==> config.mk <==
export PLATFORM = sky130hd
export DESIGN_NAME = mac_window_accumulator_flat
export DESIGN_NICKNAME = d
export VERILOG_FILES = /design/src/rtl/mac_window_accumulator_pkg.sv /design/src/rtl/mac_window_accumulator_if.sv /design/src/rtl/mac_sat_clip.sv /design/src/rtl/mac_window_accumulator.sv /design/src/flat_wrapper.sv
export SDC_FILE = /design/constraint.sdc
export NUM_CORES = 1
export LEC_CHECK = 0
export ABC_AREA = 0
export ABC_CLOCK_PERIOD_IN_PS = 4900
export CORE_ASPECT_RATIO = 0.75
export CORE_MARGIN = 5
export CORE_UTILIZATION = 30
export DETAILED_ROUTE_END_ITERATION = 12
export SYNTH_ARGS = -nofsm -noshare
export SYNTH_HDL_FRONTEND = slang
export SYNTH_SLANG_ARGS = --single-unit
==> constraint.sdc <==
create_clock -name clk -period 4.9 [get_ports clk]
set_clock_uncertainty 0.1 [all_clocks]
set_input_delay 0.98 -clock clk [delete_from_list [all_inputs] [get_ports clk]]
set_output_delay 0.98 -clock clk [all_outputs]
set_load 0.1 [all_outputs]
==> src/rtl/mac_window_accumulator_pkg.sv <==
// Shared widths and state encoding for the MAC window accumulator slice.
// PROD_W is derived from the multiplier's output data width.
package mac_window_accumulator_pkg;

  localparam int unsigned WIDTH_DATA_OUT = 10;
  localparam int unsigned PROD_W_DEF     = 2 * WIDTH_DATA_OUT;
  localparam int unsigned ACC_W_DEF      = 32;
  localparam int unsigned OUT_W_DEF      = 32;
  localparam int unsigned LEN_W_DEF      = 10;

  typedef enum logic {
    ST_IDLE = 1'b0,
    ST_ACC  = 1'b1
  } state_e;

endpackage

==> src/rtl/mac_window_accumulator_if.sv <==
// Product-stream in / window-sum out bundle between the multiplier, the accumulator and requant.
// The master drives products, the slave (accumulator) drives sums and status.
interface mac_window_accumulator_if
  import mac_window_accumulator_pkg::*;
#(
  parameter int unsigned PROD_W = PROD_W_DEF,
  parameter int unsigned OUT_W  = OUT_W_DEF,
  parameter int unsigned LEN_W  = LEN_W_DEF
);

  logic        [LEN_W-1:0]  acc_len;
  logic signed [PROD_W-1:0] prod_in;
  logic                     prod_valid;
  logic                     flush;
  logic signed [OUT_W-1:0]  sum_out;
  logic                     sum_valid;
  logic                     sat_flag;
  logic                     busy;
  logic        [LEN_W-1:0]  win_cnt;

  modport master (
    output acc_len, prod_in, prod_valid, flush,
    input  sum_out, sum_valid, sat_flag, busy, win_cnt
  );

  modport slave (
    input  acc_len, prod_in, prod_valid, flush,
    output sum_out, sum_valid, sat_flag, busy, win_cnt
  );

endinterface

==> src/rtl/mac_sat_clip.sv <==
// Combinational ACC_W -> OUT_W narrowing of the final window sum.
// ACC_SAT_EN selects clamp-to-range with a saturation flag; otherwise plain truncation.
module mac_sat_clip
  import mac_window_accumulator_pkg::*;
#(
  parameter int unsigned ACC_W = ACC_W_DEF,
  parameter int unsigned OUT_W = OUT_W_DEF
) (
  input  logic signed [ACC_W-1:0] acc_i,
  output logic signed [OUT_W-1:0] sum_o,
  output logic                    sat_o
);

  if (OUT_W < ACC_W) begin : g_narrow
`ifdef ACC_SAT_EN
    logic in_range;

    // In range iff every bit above the output sign bit copies it.
    always_comb begin
      in_range = (acc_i[ACC_W-1:OUT_W-1] == '0) || (acc_i[ACC_W-1:OUT_W-1] == '1);
      sat_o    = ~in_range;
      if (in_range) begin
        sum_o = acc_i[OUT_W-1:0];
      end else if (acc_i[ACC_W-1]) begin
        sum_o = {1'b1, {(OUT_W-1){1'b0}}};
      end else begin
        sum_o = {1'b0, {(OUT_W-1){1'b1}}};
      end
    end
`else
    logic unused_hi;

    assign unused_hi = ^acc_i[ACC_W-1:OUT_W];
    assign sum_o     = acc_i[OUT_W-1:0];
    assign sat_o     = 1'b0;
`endif
  end else begin : g_full
    assign sum_o = acc_i;
    assign sat_o = 1'b0;
  end

endmodule

==> src/rtl/mac_window_accumulator.sv <==
// Sums acc_len consecutive signed products into one registered partial sum per window.
// Build option ACC_SAT_EN clamps the emitted sum to OUT_W instead of truncating it.
module mac_window_accumulator
  import mac_window_accumulator_pkg::*;
#(
  parameter int unsigned PROD_W = PROD_W_DEF,
  parameter int unsigned ACC_W  = ACC_W_DEF,
  parameter int unsigned OUT_W  = OUT_W_DEF,
  parameter int unsigned LEN_W  = LEN_W_DEF
) (
  input logic                    clk,
  input logic                    rst_n,
  mac_window_accumulator_if.slave bus
);

  state_e                    state_q, state_d;
  logic signed [ACC_W-1:0]   acc_q, acc_d;
  logic        [LEN_W-1:0]   cnt_q, cnt_d;
  logic        [LEN_W-1:0]   len_q, len_d;
  logic signed [OUT_W-1:0]   sum_q, sum_d;
  logic                      sum_valid_q, sum_valid_d;
  logic                      sat_q, sat_d;

  logic signed [ACC_W-1:0]   prod_ext;
  logic signed [ACC_W-1:0]   acc_sum;
  logic        [LEN_W-1:0]   len_in;
  logic        [LEN_W-1:0]   len_eff;
  logic        [LEN_W-1:0]   cnt_inc;
  logic signed [OUT_W-1:0]   clip_sum;
  logic                      clip_sat;

  assign prod_ext = {{(ACC_W-PROD_W){bus.prod_in[PROD_W-1]}}, bus.prod_in};
  assign len_in   = (bus.acc_len == '0) ? LEN_W'(1) : bus.acc_len;

  // The first product of a window starts from zero and uses the live acc_len.
  always_comb begin
    if (state_q == ST_ACC) begin
      acc_sum = acc_q + prod_ext;
      cnt_inc = cnt_q + LEN_W'(1);
      len_eff = len_q;
    end else begin
      acc_sum = prod_ext;
      cnt_inc = LEN_W'(1);
      len_eff = len_in;
    end
  end

  mac_sat_clip #(
    .ACC_W (ACC_W),
    .OUT_W (OUT_W)
  ) u_sat_clip (
    .acc_i (acc_sum),
    .sum_o (clip_sum),
    .sat_o (clip_sat)
  );

  always_comb begin
    state_d     = state_q;
    acc_d       = acc_q;
    cnt_d       = cnt_q;
    len_d       = len_q;
    sum_d       = sum_q;
    sat_d       = sat_q;
    sum_valid_d = 1'b0;

    if (bus.flush) begin
      // Flush wins over a coincident product; that product is dropped.
      if (state_q == ST_ACC) begin
        state_d = ST_IDLE;
        acc_d   = '0;
        cnt_d   = '0;
      end
    end else if (bus.prod_valid) begin
      len_d = len_eff;
      if (cnt_inc == len_eff) begin
        state_d     = ST_IDLE;
        acc_d       = '0;
        cnt_d       = '0;
        sum_d       = clip_sum;
        sat_d       = clip_sat;
        sum_valid_d = 1'b1;
      end else begin
        state_d = ST_ACC;
        acc_d   = acc_sum;
        cnt_d   = cnt_inc;
      end
    end
  end

  always_ff @(posedge clk or negedge rst_n) begin
    if (!rst_n) begin
      state_q     <= ST_IDLE;
      acc_q       <= '0;
      cnt_q       <= '0;
      len_q       <= '0;
      sum_q       <= '0;
      sat_q       <= 1'b0;
      sum_valid_q <= 1'b0;
    end else begin
      state_q     <= state_d;
      acc_q       <= acc_d;
      cnt_q       <= cnt_d;
      len_q       <= len_d;
      sum_q       <= sum_d;
      sat_q       <= sat_d;
      sum_valid_q <= sum_valid_d;
    end
  end

  assign bus.sum_out   = sum_q;
  assign bus.sum_valid = sum_valid_q;
  assign bus.sat_flag  = sat_q;
  assign bus.busy      = (state_q == ST_ACC);
  assign bus.win_cnt   = cnt_q;

endmodule

==> src/flat_wrapper.sv <==
// flat-port wrapper written by rule: the top's interface ports become plain ports
module mac_window_accumulator_flat import mac_window_accumulator_pkg::*;
#(
  parameter int unsigned PROD_W = PROD_W_DEF,
  parameter int unsigned ACC_W  = ACC_W_DEF,
  parameter int unsigned OUT_W  = OUT_W_DEF,
  parameter int unsigned LEN_W  = LEN_W_DEF
)
  (clk, rst_n, bus_acc_len, bus_prod_in, bus_prod_valid, bus_flush, bus_sum_out, bus_sum_valid, bus_sat_flag, bus_busy, bus_win_cnt);
  mac_window_accumulator_if #(.PROD_W(PROD_W), .OUT_W(OUT_W), .LEN_W(LEN_W)) bus_i ();
  input logic clk;
  input logic rst_n;
  input wire logic [$bits(bus_i.acc_len)-1:0] bus_acc_len;
  input wire logic [$bits(bus_i.prod_in)-1:0] bus_prod_in;
  input wire logic [$bits(bus_i.prod_valid)-1:0] bus_prod_valid;
  input wire logic [$bits(bus_i.flush)-1:0] bus_flush;
  output wire logic [$bits(bus_i.sum_out)-1:0] bus_sum_out;
  output wire logic [$bits(bus_i.sum_valid)-1:0] bus_sum_valid;
  output wire logic [$bits(bus_i.sat_flag)-1:0] bus_sat_flag;
  output wire logic [$bits(bus_i.busy)-1:0] bus_busy;
  output wire logic [$bits(bus_i.win_cnt)-1:0] bus_win_cnt;
  assign bus_i.acc_len = bus_acc_len;
  assign bus_i.prod_in = bus_prod_in;
  assign bus_i.prod_valid = bus_prod_valid;
  assign bus_i.flush = bus_flush;
  assign bus_sum_out = bus_i.sum_out;
  assign bus_sum_valid = bus_i.sum_valid;
  assign bus_sat_flag = bus_i.sat_flag;
  assign bus_busy = bus_i.busy;
  assign bus_win_cnt = bus_i.win_cnt;
  mac_window_accumulator #(.PROD_W(PROD_W), .ACC_W(ACC_W), .OUT_W(OUT_W), .LEN_W(LEN_W)) u_core (.clk(clk), .rst_n(rst_n), .bus(bus_i));
endmodule
==> flow_summary.json, run 1 <==
{
  "die_w_um": 163,
  "layout_common_cells": "nand2_1 (93), dfrtp_1 (86), o21ai_0 (83), clkdlybuf4s50_1 (76), a21oi_1 (47)",
  "drc_errors": 0,
  "grt_antenna_before_repair": 0,
  "post_cts_buffers": 0,
  "final_area_um2": 6560,
  "max_freq_mhz": 242,
  "crit_path_end_kind": "flip-flop",
  "path_max_fanout": 4,
  "grt_overflow": 0,
  "slew_viol_final": 0,
  "ys_seq_area_frac": 0.410,
  "pwr-share-clk": 0.300,
  "outcome": "complete, no violations",
  "grt_pass1_vias": 4503,
  "switchingPower_uw": 803,
  "cts_tree": "built",
  "setup_viol": 0,
  "layout.nets": 716,
  "via_per_inst": 4.99,
  "fin_ws_ns": 0.773,
  "cts-resized-gates": 0,
  "initial_core_util": 0.309,
  "clock-sinks": 86,
  "vias": 4445,
  "routed_wl_um": 13700,
  "p_seq_frac": 0.359,
  "slew_headroom": 0.330,
  "clockBufferDepth": 2,
  "period_needed_ns": 4.13,
  "cts_max_level": 3,
  "p_comb_frac": 0.341,
  "tightest_slew_ns": 1.00,
  "ys.flop_type": "dfrtp_1",
  "drv_cap": 0,
  "insertion_delay_ns": 0.35,
  "ys_seq_elements": 86,
  "ir_drop_mv": 0.161,
  "netlist_area_um2": 5250,
  "syn_nets": 646,
  "hold_violations": 0,
  "synth-edff-count": 0,
  "crit_buf_inv": 1,
  "path_delay_family": "compound AO/OA/AOI/OAI gates",
  "grt_max_degree": 66,
  "wl_per_cell_um": 15.4,
  "tns_ns": 0,
  "final_common_cell": "nand2_1",
  "required_ns": 5.06,
  "max_stage_delay_ns": 0.50,
  "multiInputGateArea_um2": 2960,
  "path_class": "input pin to flip-flop",
  "hp-class": "flip-flop to flip-flop",
  "pin_count": 79,
  "placed_area_um2": 6260,
  "dieArea_um2": 20300,
  "die_y_um": 125,
  "ys_warn_count": 0,
  "p_int_uw": 1510,
  "core_area_um2": 17000,
  "clk_pin_slew_worst_paths_ns": 0.06,
  "antenna_cells": 0,
  "port_buffers": 77,
  "path_cells": "clkdlybuf4s50_1, ha_1, a211oi_1, o21a_1, nor3_1, nor3_1, o221ai_1, a21bo_2, a21oi_1, xnor2_1, a21oi_1, o21ai_0",
  "drt-initial-drc-count": 341,
  "cellPowerDensity_nw_per_um2": 353,
  "period_share": 0.842,
  "numCtsBuffers": 9,
  "cp.arrival_ns": 4.29,
  "p_total_uw": 2310,
  "synthCells": 579,
  "gp_congestion": 0.904,
  "rsz0062_at_grt": "false",
  "startpoint_type": "input pin",
  "antenna_left": 0,
  "drive_above_1_share": 0.0719,
  "dr.pass1.iters": 4,
  "hpwl_um": 9970,
  "cts_hold_buf": 0,
  "switching_share": 0.347,
  "grt_pass1_wl_um": 23300,
  "ys_types": 55,
  "cts_root_buffer": "clkbuf_16",
  "dp_slack_ns": 0.465,
  "power_leakage_uw": 0.00284,
  "slowest_stage": "clkdlybuf4s50_1",
  "track_usage": 0.140,
  "async_reset_ff_frac": 1.00,
  "rows": 41,
  "syn_to_final_growth_pct": 25.0,
  "nFillCells": 1703,
  "synth_area_per_cell_um2": 9.06,
  "regArea_um2": 2150
}
kinds of logic after synthesis:
kind of cell,Yosys count,share of synthesized area
multiplexers,24,0.0479
XOR/XNOR,48,0.0801
AND/OR/NAND/NOR,161,0.135
AO/OA/AOI/OAI,192,0.218
other,1,0.000715
buffers and inverters,34,0.0279
flip-flops,86,0.410
adder cells (fa/ha/maj),33,0.0801
power groups by stage:
stage | Sequential, uW | Clock [uW] | Combinational, uW
after floorplan | 899 | 0 | 529
after global placement | 842 | 0 | 768
after detailed placement | 843 | 0 | 782
after CTS | 831 | 719 | 787
after global routing | 840 | 748 | 875
final | 831 | 693 | 789
Yosys cell counts (6+ instances only):
| library cell | instances | area [um2] |
|---|---|---|
| xnor2_1 | 29 | 254 |
| ha_1 | 32 | 400 |
| inv_1 | 10 | 37.5 |
| mux2_2 | 9 | 101 |
| xor2_1 | 19 | 166 |
| mux2i_1 | 15 | 150 |
| o21ai_0 | 83 | 415 |
| a21o_1 | 13 | 97.6 |
| nand2_1 | 94 | 353 |
| a21oi_1 | 48 | 240 |
| o21a_1 | 6 | 45.0 |
| o21ai_1 | 7 | 35.0 |
| dfrtp_1 | 86 | 2150 |
| nor2_1 | 27 | 101 |
| nand3_1 | 6 | 30.0 |
| clkbuf_1 | 21 | 78.8 |
layer usage:
layer	GRT usage	wire length (um)	vias to the layer above
li1	-	-	2195
met3	0.0374	591	10
met1	0.199	6850	2152
met2	0.211	6110	88
met5	0	0	-
met4	0.0345	140	0
registers in the layout, indices dropped and copies added, names as in the netlist:
signal	cells
u_core.bus.sum_out	32
u_core.acc_q	32
u_core.bus.sum_valid	1
u_core.len_q	10
u_core.bus.win_cnt	10
u_core.bus.busy	1
per-stage QoR:
step	hold WS, ns	cells	util
after global routing	0.411	890	0.386
final	0.382	890	0.386
after CTS	0.388	890	0.386
after floorplan	0.354	579	-
after global placement	0.367	874	0.369
after detailed placement	0.374	874	0.369
final timing paths:
| path | from | endpoint | slack, ns | cells past startpoint |
|---|---|---|---|---|
| worst max-delay path | bus_prod_in[1] | u_core.acc_q[19]$_DFFE_PN0P_ | 0.77 | 12 |
| worst min-delay path | u_core.bus.sum_out[27]$_DFFE_PN0P_ | u_core.bus.sum_out[27]$_DFFE_PN0P_ | 0.38 | 2 |
| worst max register to register | u_core.acc_q[0]$_DFFE_PN0P_ | u_core.bus.sum_out[28]$_DFFE_PN0P_ | 1.53 | 12 |
| worst min register to register | u_core.bus.sum_out[27]$_DFFE_PN0P_ | u_core.bus.sum_out[27]$_DFFE_PN0P_ | 0.38 | 2 |
| max in group asynchronous | rst_n | u_core.bus.sum_out[16]$_DFFE_PN0P_ | 3.22 | 2 |
| min in group asynchronous | rst_n | u_core.len_q[2]$_DFFE_PN0P_ | 0.56 | 1 |
worst reg2reg max path: cells and delay by family, from the launching register on:
family                     cells  cell delay, ns
AOI/OAI and AO/OA              9            1.91
xor gates and xnor gates       1            0.16
adders and majority gates      2            0.67
DFF                            1            0.38
area by class of cell:
cell class,instances,share of cell area
Inverter,10,0.00572
Clock buffer,11,0.0370
Multi-Input combinational cell,459,0.451
Timing Repair Buffer,83,0.124
Tap cell,236,0.0450
Sequential cell,86,0.328
Clock inverter,5,0.00897
(Power assumes the default switching activity.)
==> run 2: changes to the inputs <==
- ABC_CLOCK_PERIOD_IN_PS: 4900 -> 3700
- clock period: 4.9 -> 3.7 ns (I/O delays scaled with it)
==> flow_summary.json, run 2 (synthesis gave the netlist of run 1 again) <==
{
  "outcome": "complete, no violations",
  "utilization": 0.411,
  "clockBufferDepth": 2,
  "path_cells": "clkdlybuf4s50_1, ha_4, and4_4, nor2b_4, or3_1, o21ai_2, a21boi_2, a221o_2, a221oi_2, mux2i_1, xnor2_1, o21ai_1",
  "r2r_slack_ns": 0.58,
  "clock-sinks": 86,
  "cts_max_level": 3,
  "core_area_um2": 17000,
  "switchingPower_uw": 1110,
  "die_y_um": 125,
  "rr_worst_depth": 11,
  "antenna_cells": 0,
  "dieArea_um2": 20300,
  "setup_viol": 0,
  "drv_cap": 0,
  "gr-usage-met3": 0.0400,
  "numCtsBuffers": 9,
  "antenna_left": 0,
  "syn_to_final_growth_pct": 33.0,
  "crit_path_end_kind": "flip-flop",
  "path_max_fanout": 4,
  "p_total_uw": 3230,
  "post_cts_buffers": 0,
  "slew_headroom": 0.333,
  "p_comb_frac": 0.372,
  "ir_drop_mv": 0.234,
  "cp.arrival_ns": 3.68,
  "tightest_slew_ns": 0.997,
  "instances_no_fill": 935,
  "cts_hold_buf": 0,
  "dr.pass1.iters": 6,
  "p_seq_frac": 0.342,
  "period_needed_ns": 3.57,
  "power_leakage_uw": 0.00313,
  "layout_common_cells": "nand2_1 (93), dfrtp_1 (86), o21ai_0 (81), clkdlybuf4s50_1 (66), buf_4 (56)",
  "die_w_um": 163,
  "required_ns": 3.81,
  "fin_ws_ns": 0.126,
  "slowest_stage": "clkdlybuf4s50_1",
  "period_share": 0.966,
  "grt_busiest_layer": "met2",
  "drive_above_1_share": 0.153,
  "startpoint_type": "input pin",
  "pwr-share-clk": 0.286,
  "grt_pass1_wl_um": 24600,
  "r2r_end": "u_core.bus.sum_out[31]$_DFFE_PN0P_",
  "timing.rr.start": "u_core.acc_q[7]$_DFFE_PN0P_",
  "routed_wl_um": 14300,
  "via_per_inst": 4.95,
  "track_usage": 0.147,
  "initial_core_util": 0.309,
  "clk_pin_slew_worst_paths_ns": 0.06,
  "vias": 4629,
  "dp_cells": 919,
  "rsz0062_at_grt": "true",
  "grt_pass1_vias": 4826,
  "grt_antenna_before_repair": 0,
  "drc_errors": 0,
  "hp-class": "input pin to asynchronous set/reset pin",
  "p_int_uw": 2120,
  "grt_overflow": 0,
  "max_freq_mhz": 280,
  "dp_slack_ns": -0.368,
  "crit_buf_inv": 1,
  "hold_violations": 0,
  "hpwl_um": 10700,
  "grt_max_degree": 81,
  "insertion_delay_ns": 0.35,
  "final_common_cell": "nand2_1",
  "cellPowerDensity_nw_per_um2": 463,
  "slew_viol_final": 0,
  "gp_congestion": 0.852,
  "cts_tree": "built",
  "use_met2": 0.235,
  "drt-initial-drc-count": 383,
  "cts_root_buffer": "clkbuf_16",
  "rows": 41,
  "nFillCells": 1658,
  "met1_usage": 0.199,
  "wl_per_cell_um": 15.3,
  "path_class": "input pin to flip-flop",
  "port_buffers": 77,
  "layout.nets": 761,
  "switching_share": 0.345,
  "pin_count": 79,
  "max_stage_delay_ns": 0.55,
  "path_delay_family": "compound AO/OA/AOI/OAI gates"
}
==> run 2: cell types whose count changed in the layout (fill, tap and decap cells not counted), sizes merged <==
| cell | change |
|---|---|
| buf | +51 |
| clkdlybuf4s50 | -10 |
| dlymetal6s2s | +4 |
==> run 2: layout make-up <==
type | instances | area [um2] | area share
clock buffers | 11 | 243 | 0.0348
clock inverters | 5 | 58.8 | 0.00843
flip-flops and latches | 86 | 2150 | 0.308
inverters | 10 | 37.5 | 0.00538
multi-input cells | 459 | 3020 | 0.433
repair buffers | 128 | 1170 | 0.168
well taps | 236 | 295 | 0.0423
==> run 2: routing by layer <==
metal	wire (um)	part of all wire	vias to the layer above
li1	-	-	2286
met1	6910	0.48	2224
met2	6600	0.46	105
met3	692	0.048	14
met4	113	0.0079	0
met5	0	0	-
==> run 2: per-stage QoR <==
step                TNS, ns  area, um2  hold WS [ns]
floorplan                 0       5250         0.344
global placement      -3.16       6610         0.369
detailed placement    -5.59       6610         0.375
CTS                       0       6920        0.0853
global route        -0.0203       6980        0.0868
finish                    0       6980        0.0999
==> run 2: power groups by stage <==
stage               Sequential (uW)  Combinational [uW]  Clock (uW)
floorplan                      1190                 700           0
global placement               1110                1150           0
detailed placement             1120                1170           0
CTS                            1100                1180         953
global route                   1120                1330         989
finish                         1110                1200         925
==> run 2: how the worst max path moves through the flow <==
stage,startpoint,cells after the start,to
global placement,bus_prod_in[0],13,u_core.bus.sum_out[26]$_DFFE_PN0P_
CTS,bus_prod_in[8],12,u_core.bus.sum_out[31]$_DFFE_PN0P_
global route,bus_prod_in[0],13,u_core.bus.sum_out[28]$_DFFE_PN0P_
detailed placement,bus_prod_in[0],13,u_core.bus.sum_out[26]$_DFFE_PN0P_
floorplan,bus_prod_in[10],12,u_core.acc_q[31]$_DFFE_PN0P_
finish,bus_prod_in[9],12,u_core.bus.sum_out[31]$_DFFE_PN0P_
==> run 2: worst reg2reg max path, delay by kind of cell (launching register included) <==
family	cells	cell delay [ns]
AOI/OAI and AO/OA	5	1.07
and+or+nand+nor	3	0.65
DFF	1	0.38
adders and majority gates	1	0.32
muxes	1	0.28
xor gates and xnor gates	1	0.19
==> run 2: timing repair <==
item                       in CTS  in global routing
gates resized for setup         2                 13
setup endpoints to repair       2                 15
pin swaps                       0                  7
gates cloned                    0                  0
